`config.mk`:
```
export PLATFORM = sky130hd
export DESIGN_NAME = scene_ctrl_flat
export DESIGN_NICKNAME = d
export VERILOG_FILES = /design/src/rtl/scene_ctrl_if.sv /design/src/rtl/scene_ctrl.sv /design/src/flat_wrapper.sv
export SDC_FILE = /design/constraint.sdc
export NUM_CORES = 1
export LEC_CHECK = 0
export BUFFER_PORTS_ARGS = -buffer_cell sky130_fd_sc_hd__buf_2
export CORE_MARGIN = 8
export CORE_UTILIZATION = 45
export CTS_CLUSTER_DIAMETER = 120
export DETAILED_ROUTE_END_ITERATION = 7
export PLACE_DENSITY_LB_ADDON = 0.25
export SLEW_MARGIN = 30
export SYNTH_ARGS = -nofsm -noshare
export SYNTH_HDL_FRONTEND = slang
export SYNTH_SLANG_ARGS = --single-unit
```
`constraint.sdc`:
```
create_clock -name clk -period 2.95 [get_ports clk]
set_input_delay 0.295 -clock clk [delete_from_list [all_inputs] [get_ports clk]]
set_output_delay 0.295 -clock clk [all_outputs]
set_load 0.03 [all_outputs]
```
`src/rtl/scene_ctrl_if.sv`:
```
// Scene sequencer bus: game-logic inputs and the VGA-facing scene outputs.
interface scene_ctrl_if;
    logic       vsync;
    logic       start_btn;
    logic [2:0] p0_plate;
    logic [2:0] p1_plate;
    logic       p0_hazard;
    logic       p1_hazard;
    logic       p0_exit;
    logic       p1_exit;
    logic       p0_moving;
    logic       p1_moving;
    logic [3:0] state;
    logic [4:0] gate_open;
    logic       spike_on;
    logic [2:0] frame_idx;
    logic [2:0] frame_idx_1;
    logic       frame_tick;

    modport master (
        output vsync, start_btn, p0_plate, p1_plate, p0_hazard, p1_hazard,
               p0_exit, p1_exit, p0_moving, p1_moving,
        input  state, gate_open, spike_on, frame_idx, frame_idx_1, frame_tick
    );

    modport slave (
        input  vsync, start_btn, p0_plate, p1_plate, p0_hazard, p1_hazard,
               p0_exit, p1_exit, p0_moving, p1_moving,
        output state, gate_open, spike_on, frame_idx, frame_idx_1, frame_tick
    );
endinterface

```
`src/rtl/scene_ctrl.sv`:
```
// Frame-rate scene sequencer: game FSM, plate gates, spike duty cycle and
// per-player animation indices, all updated only on the vsync rising edge.
module scene_ctrl #(
    parameter int unsigned SPIKE_ON_FRAMES  = 60,
    parameter int unsigned SPIKE_OFF_FRAMES = 60,
    parameter int unsigned GATE_HOLD_FRAMES = 30,
    parameter int unsigned ANIM_DIV         = 8,
    parameter int unsigned END_HOLD_FRAMES  = 180
) (
    input  logic         clk,
    input  logic         rst,
    scene_ctrl_if.slave  bus
);
    localparam int unsigned CW = 8;
    localparam int unsigned NG = 3;
    localparam int unsigned NP = 2;

    typedef enum logic [1:0] {
        ST_START = 2'd0,
        ST_PLAY  = 2'd1,
        ST_LOSE  = 2'd2,
        ST_WIN   = 2'd3
    } state_t;

    state_t          state_q, state_d;
    logic            vsync_q;
    logic            tick;
    logic [2:0]      btn_q;
    logic            btn_rise;
    logic            start_pend_q, start_pend_d;
    logic            spike_on_q, spike_on_d;
    logic [CW-1:0]   spike_cnt_q, spike_cnt_d;
    logic [NG-1:0]   gate_q, gate_d;
    logic [CW-1:0]   gate_cnt_q [NG];
    logic [CW-1:0]   gate_cnt_d [NG];
    logic [CW-1:0]   end_cnt_q, end_cnt_d;
    logic [NP-1:0]   moving_q, moving_d;
    logic [CW-1:0]   div_q [NP];
    logic [CW-1:0]   div_d [NP];
    logic [2:0]      idx_q [NP];
    logic [2:0]      idx_d [NP];
    logic            frame_tick_q;

    logic [NG-1:0]   plate;
    logic [NP-1:0]   moving;

    assign tick     = bus.vsync & ~vsync_q;
    assign btn_rise = btn_q[1] & ~btn_q[2];
    assign plate    = bus.p0_plate | bus.p1_plate;
    assign moving   = {bus.p1_moving, bus.p0_moving};

    // State register plus button synchroniser and vsync edge history
    always_ff @(posedge clk or posedge rst) begin
        if (rst) begin
            state_q      <= ST_START;
            vsync_q      <= 1'b0;
            btn_q        <= '0;
            start_pend_q <= 1'b0;
            spike_on_q   <= 1'b0;
            spike_cnt_q  <= '0;
            gate_q       <= '0;
            end_cnt_q    <= '0;
            moving_q     <= '0;
            frame_tick_q <= 1'b0;
            for (int k = 0; k < int'(NG); k++) gate_cnt_q[k] <= '0;
            for (int p = 0; p < int'(NP); p++) begin
                div_q[p] <= '0;
                idx_q[p] <= '0;
            end
        end else begin
            state_q      <= state_d;
            vsync_q      <= bus.vsync;
            btn_q        <= {btn_q[1:0], bus.start_btn};
            start_pend_q <= start_pend_d;
            spike_on_q   <= spike_on_d;
            spike_cnt_q  <= spike_cnt_d;
            gate_q       <= gate_d;
            end_cnt_q    <= end_cnt_d;
            moving_q     <= moving_d;
            frame_tick_q <= tick;
            for (int k = 0; k < int'(NG); k++) gate_cnt_q[k] <= gate_cnt_d[k];
            for (int p = 0; p < int'(NP); p++) begin
                div_q[p] <= div_d[p];
                idx_q[p] <= idx_d[p];
            end
        end
    end

    // Next-state and scene datapath, evaluated only on a frame tick
    always_comb begin
        state_d      = state_q;
        start_pend_d = start_pend_q;
        spike_on_d   = spike_on_q;
        spike_cnt_d  = spike_cnt_q;
        gate_d       = gate_q;
        end_cnt_d    = end_cnt_q;
        moving_d     = moving_q;
        for (int k = 0; k < int'(NG); k++) gate_cnt_d[k] = gate_cnt_q[k];
        for (int p = 0; p < int'(NP); p++) begin
            div_d[p] = div_q[p];
            idx_d[p] = idx_q[p];
        end

        if (btn_rise) start_pend_d = 1'b1;

        if (tick) begin
            moving_d = moving;
            case (state_q)
                ST_START: begin
                    spike_on_d = 1'b0;
                    gate_d     = '0;
                    for (int p = 0; p < int'(NP); p++) idx_d[p] = '0;
                    if (start_pend_q) begin
                        state_d      = ST_PLAY;
                        start_pend_d = 1'b0;
                        spike_on_d   = 1'b1;
                        spike_cnt_d  = '0;
                        for (int k = 0; k < int'(NG); k++) gate_cnt_d[k] = '0;
                        for (int p = 0; p < int'(NP); p++) div_d[p] = '0;
                    end
                end

                ST_PLAY: begin
                    // Hazard checks the spike level shown during the frame just drawn
                    if ((bus.p0_hazard | bus.p1_hazard) & spike_on_q) begin
                        state_d   = ST_LOSE;
                        end_cnt_d = '0;
                    end else if (bus.p0_exit & bus.p1_exit) begin
                        state_d   = ST_WIN;
                        end_cnt_d = '0;
                    end

                    if (spike_on_q) begin
                        if (spike_cnt_q == CW'(SPIKE_ON_FRAMES - 1)) begin
                            spike_on_d  = 1'b0;
                            spike_cnt_d = '0;
                        end else begin
                            spike_cnt_d = spike_cnt_q + CW'(1);
                        end
                    end else begin
                        if (spike_cnt_q == CW'(SPIKE_OFF_FRAMES - 1)) begin
                            spike_on_d  = 1'b1;
                            spike_cnt_d = '0;
                        end else begin
                            spike_cnt_d = spike_cnt_q + CW'(1);
                        end
                    end

                    // A press reloads the hold and overrides a same-tick expiry
                    for (int k = 0; k < int'(NG); k++) begin
                        if (plate[k]) begin
                            gate_d[k]     = 1'b1;
                            gate_cnt_d[k] = CW'(GATE_HOLD_FRAMES);
                        end else if (gate_cnt_q[k] != '0) begin
                            gate_cnt_d[k] = gate_cnt_q[k] - CW'(1);
                            if (gate_cnt_q[k] == CW'(1)) gate_d[k] = 1'b0;
                        end
                    end

                    for (int p = 0; p < int'(NP); p++) begin
                        if (moving[p] != moving_q[p]) begin
                            idx_d[p] = '0;
                            div_d[p] = '0;
                        end else if (div_q[p] == CW'(ANIM_DIV - 1)) begin
                            div_d[p] = '0;
                            if (idx_q[p] >= (moving[p] ? 3'd5 : 3'd3)) idx_d[p] = '0;
                            else                                          idx_d[p] = idx_q[p] + 3'd1;
                        end else begin
                            div_d[p] = div_q[p] + CW'(1);
                        end
                    end
                end

                default: begin
                    start_pend_d = 1'b0;
                    spike_on_d   = 1'b0;
                    gate_d       = '0;
                    for (int p = 0; p < int'(NP); p++) idx_d[p] = '0;
                    if (end_cnt_q == CW'(END_HOLD_FRAMES - 1)) state_d = ST_START;
                    else                                        end_cnt_d = end_cnt_q + CW'(1);
                end
            endcase
        end
    end

    assign bus.state       = {2'b00, state_q};
    assign bus.gate_open   = {gate_q[0], gate_q[1], gate_q[2], 2'b00};
    assign bus.spike_on    = spike_on_q;
    assign bus.frame_idx   = idx_q[0];
    assign bus.frame_idx_1 = idx_q[1];
    assign bus.frame_tick  = frame_tick_q;
endmodule

```
`src/flat_wrapper.sv`:
```
// flat-port wrapper written by rule: the top's interface ports become plain ports
module scene_ctrl_flat 
#(
    parameter int unsigned SPIKE_ON_FRAMES  = 60,
    parameter int unsigned SPIKE_OFF_FRAMES = 60,
    parameter int unsigned GATE_HOLD_FRAMES = 30,
    parameter int unsigned ANIM_DIV         = 8,
    parameter int unsigned END_HOLD_FRAMES  = 180
)
  (clk, rst, bus_vsync, bus_start_btn, bus_p0_plate, bus_p1_plate, bus_p0_hazard, bus_p1_hazard, bus_p0_exit, bus_p1_exit, bus_p0_moving, bus_p1_moving, bus_state, bus_gate_open, bus_spike_on, bus_frame_idx, bus_frame_idx_1, bus_frame_tick);
  scene_ctrl_if bus_i ();
  input  logic clk;
  input  logic rst;
  input wire logic [$bits(bus_i.vsync)-1:0] bus_vsync;
  input wire logic [$bits(bus_i.start_btn)-1:0] bus_start_btn;
  input wire logic [$bits(bus_i.p0_plate)-1:0] bus_p0_plate;
  input wire logic [$bits(bus_i.p1_plate)-1:0] bus_p1_plate;
  input wire logic [$bits(bus_i.p0_hazard)-1:0] bus_p0_hazard;
  input wire logic [$bits(bus_i.p1_hazard)-1:0] bus_p1_hazard;
  input wire logic [$bits(bus_i.p0_exit)-1:0] bus_p0_exit;
  input wire logic [$bits(bus_i.p1_exit)-1:0] bus_p1_exit;
  input wire logic [$bits(bus_i.p0_moving)-1:0] bus_p0_moving;
  input wire logic [$bits(bus_i.p1_moving)-1:0] bus_p1_moving;
  output wire logic [$bits(bus_i.state)-1:0] bus_state;
  output wire logic [$bits(bus_i.gate_open)-1:0] bus_gate_open;
  output wire logic [$bits(bus_i.spike_on)-1:0] bus_spike_on;
  output wire logic [$bits(bus_i.frame_idx)-1:0] bus_frame_idx;
  output wire logic [$bits(bus_i.frame_idx_1)-1:0] bus_frame_idx_1;
  output wire logic [$bits(bus_i.frame_tick)-1:0] bus_frame_tick;
  assign bus_i.vsync = bus_vsync;
  assign bus_i.start_btn = bus_start_btn;
  assign bus_i.p0_plate = bus_p0_plate;
  assign bus_i.p1_plate = bus_p1_plate;
  assign bus_i.p0_hazard = bus_p0_hazard;
  assign bus_i.p1_hazard = bus_p1_hazard;
  assign bus_i.p0_exit = bus_p0_exit;
  assign bus_i.p1_exit = bus_p1_exit;
  assign bus_i.p0_moving = bus_p0_moving;
  assign bus_i.p1_moving = bus_p1_moving;
  assign bus_state = bus_i.state;
  assign bus_gate_open = bus_i.gate_open;
  assign bus_spike_on = bus_i.spike_on;
  assign bus_frame_idx = bus_i.frame_idx;
  assign bus_frame_idx_1 = bus_i.frame_idx_1;
  assign bus_frame_tick = bus_i.frame_tick;
  scene_ctrl #(.SPIKE_ON_FRAMES(SPIKE_ON_FRAMES), .SPIKE_OFF_FRAMES(SPIKE_OFF_FRAMES), .GATE_HOLD_FRAMES(GATE_HOLD_FRAMES), .ANIM_DIV(ANIM_DIV), .END_HOLD_FRAMES(END_HOLD_FRAMES)) u_core (.clk(clk), .rst(rst), .bus(bus_i));
endmodule
```
==> metrics.yaml <==
vias: 3637
r2r_cells: 4
max_slew.worst_pin.slew_ns: 0.792
design.portCount: 33
grt_pass1_vias: 3511
overflow: 0
slew_viol_final: 0
yosys_register_bits: 76
layout.nets: 527
yosysTopAreaCellShare: 0.441
dp.cells: 610
routedWlPerCell_um: 15.6
synth_area_mm2: 0.00431
clock_latency_ns: 0.35
hold_viol: 0
dp_worst_setup_slack_ns: 0.730
p_per_area_mw_per_mm2: 733
coreArea_mm2: 0.00928
via_per_inst: 5.81
p_sw_frac: 0.385
routed_wl_um: 9790
antenna_found_initial: 0
power.leakage_uw: 0.00205
cts_hold_buf: 0
synth_ff_type: "dfrtp_1"
yosysWarnings: 0
area_growth_pct: 10.8
antenna_cells: 0
cts_buffer_depth: 2
placement_rows: 35
ys_types: 58
synth_top_family_by_area: "compound AO/OA/AOI/OAI gates"
fin_skew_ns: 0.0107
async_flop_share: 1.00
synth_area_per_cell_um2: 9.25
port-buffer-count: 28
synth-simple-area-share: 0.209
dpl_cell_area_mm2: 0.00457
drive_gt1_frac: 0.127
rr_endpoint: "u_core.bus.frame_idx[0]$_DFFE_PP0P_"
worstPathArrival_ns: 2.48
drv_cap: 0
cts_max_level: 3
fin_crit_ns: 2.21
status: "complete, no violations"
ys_seq_area_frac: 0.441
post_cts_buffers: 0
required_ns: 3.23
syn_inst: 466
synth_commonest_cells: "dfrtp_1, o21ai_0, nand2_1, a21oi_1, nand3_1"
hp-class: "input pin to flip-flop"
r2r_slack_ns: 0.74
holdPathEnd: "u_core.btn_q[0]$_DFF_PP0_"
yosys.area_share.adder: 0.0552
hold_start: "bus_start_btn"
dr.pass1.iters: 4
yosys.area.top_type: "dfrtp_1"
p_int_uw: 2150
grt_max_degree: 45
synth_compound_area_frac: 0.217
crit-reg2reg-launch: "u_core.state_q[0]$_DFFE_PP0P_"
setup_viol: 0
die_area_mm2: 0.0130
synth_edf_count: 0
cts_inserted_buffers: 9
crit_type: "flip-flop to flip-flop"
whs_path_depth: 1
cts.sinks: 76
synth_xor_area_frac: 0.00610
cp-start-kind: "flip-flop"
synth.most_common_cell: "dfrtp_1"
finalPower_uw: 3500
crit_fanout: 20
seq_power_share: 0.447
die_w_um: 114
setup_ws_ns: 0.745
post_cts_resize_count: 0
hpwl_um: 6960
grt_pass1_wl_um: 17100
tns_ns: 0
crit_path_end_kind: "flip-flop"
finalWeightedCongestion: 0.882
slew_headroom: 0.458
synth_mux_area_frac: 0.0218
dr.first_iter.drc_count: 169
fmax_ghz: 0.453
clkPwrFrac: 0.245
peakVddDrop_mv: 0.277
root_buffer: "clkbuf_8"
ant_nets: 0
initial_core_util: 0.464
power.switching_uw: 1350
track_usage: 0.161
fin_crit_sh: 0.748
remaining_drc_errors: 0
fp.dieH_um: 114
grt_setup_unrepaired: "false"
cts_tree: "yes"
final_cells: 626
synth.area.top_cells: "dfrtp_1, ha_1, o21ai_0"
design_area_mm2: 0.00477
path_clk_slew_ns: 0.08
p_comb_frac: 0.307
-- layer usage --
metal | vias to the layer above | share of wire | track usage
li1 | 1800 | - | -
met1 | 1748 | 0.48 | 0.210
met2 | 76 | 0.45 | 0.250
met3 | 13 | 0.057 | 0.0423
met4 | 0 | 0.013 | 0.0559
met5 | - | 0 | 0
-- worst max-delay path, cell delays in order, from the launching register on --
cell and delay [ns]:
dfrtp_1 0.70, nand2b_1 0.39, a2111oi_0 0.77, nand2_1 0.12, mux2i_1 0.15
-- layout by cell type (no fill, tap or decap), types with 17 or more instances in the layout --
master	synthesis	final
nor2_1	17	17
inv_1	24	23
nand3_1	27	27
a31oi_1	26	26
ha_1	19	19
a21oi_1	28	28
buf_2	5	28
nand2_1	38	38
o21ai_0	43	43
dfrtp_1	76	76
-- sequential cells by signal, indices dropped and copies added (netlist names) --
signal	flops
u_core.btn_q	3
u_core.bus.frame_idx	3
u_core.bus.frame_idx_1	3
u_core.bus.frame_tick	1
u_core.bus.spike_on	1
u_core.div_q	16
u_core.end_cnt_q	8
u_core.gate_cnt_q	24
u_core.gate_q	3
u_core.moving_q	2
u_core.spike_cnt_q	8
u_core.start_pend_q	1
u_core.state_q	2
u_core.vsync_q	1
-- cell families after synthesis --
logic type | Yosys count
adders and majority gates | 19
muxes | 9
other | 1
xor gates and xnor gates | 3
buffers and inverters | 46
and+or+nand+nor | 164
AOI/OAI and AO/OA | 148
DFF | 76
-- through the flow --
step / hold WS (ns) / util
global placement: 0.334 / 0.492
finish: 0.0455 / 0.514
CTS: 0.0305 / 0.514
global route: 0.0250 / 0.514
detailed placement: 0.335 / 0.492
floorplan: 0.326 / -
-- power by group through the flow --
stage / Sequential, µW / Clock (µW) / Combinational [µW]
2_1_floorplan: 1550 / 0 / 796
3_3_place_gp: 1570 / 0 / 1060
3_5_place_dp: 1580 / 0 / 1080
4_1_cts: 1560 / 880 / 1090
5_1_grt: 1610 / 918 / 1230
6_report: 1570 / 857 / 1080
-- final cells by class --
cell class / count / area, µm²
clock buffers: 12 / 135
clock inverters: 4 / 73.8
fillers: 883 / 4510
inverters: 24 / 90.1
multi-input cells: 347 / 2210
flip-flops and latches: 76 / 1900
well taps: 129 / 161
repair buffers: 34 / 198
-- how the worst max path moves through the flow --
stage                                       start                                   to  slack (ns)
floorplan                                     rst            u_core.btn_q[0]$_DFF_PP0_        0.72
global placement    u_core.state_q[0]$_DFFE_PP0P_      u_core.end_cnt_q[5]$_DFFE_PP0P_        0.78
detailed placement  u_core.state_q[0]$_DFFE_PP0P_      u_core.end_cnt_q[2]$_DFFE_PP0P_        0.73
CTS                 u_core.state_q[0]$_DFFE_PP0P_  u_core.bus.frame_idx[0]$_DFFE_PP0P_        0.70
global route        u_core.state_q[0]$_DFFE_PP0P_  u_core.bus.frame_idx[1]$_DFFE_PP0P_        0.41
finish              u_core.state_q[0]$_DFFE_PP0P_  u_core.bus.frame_idx[0]$_DFFE_PP0P_        0.74
No activity file was read; power rests on OpenSTA's default activity.
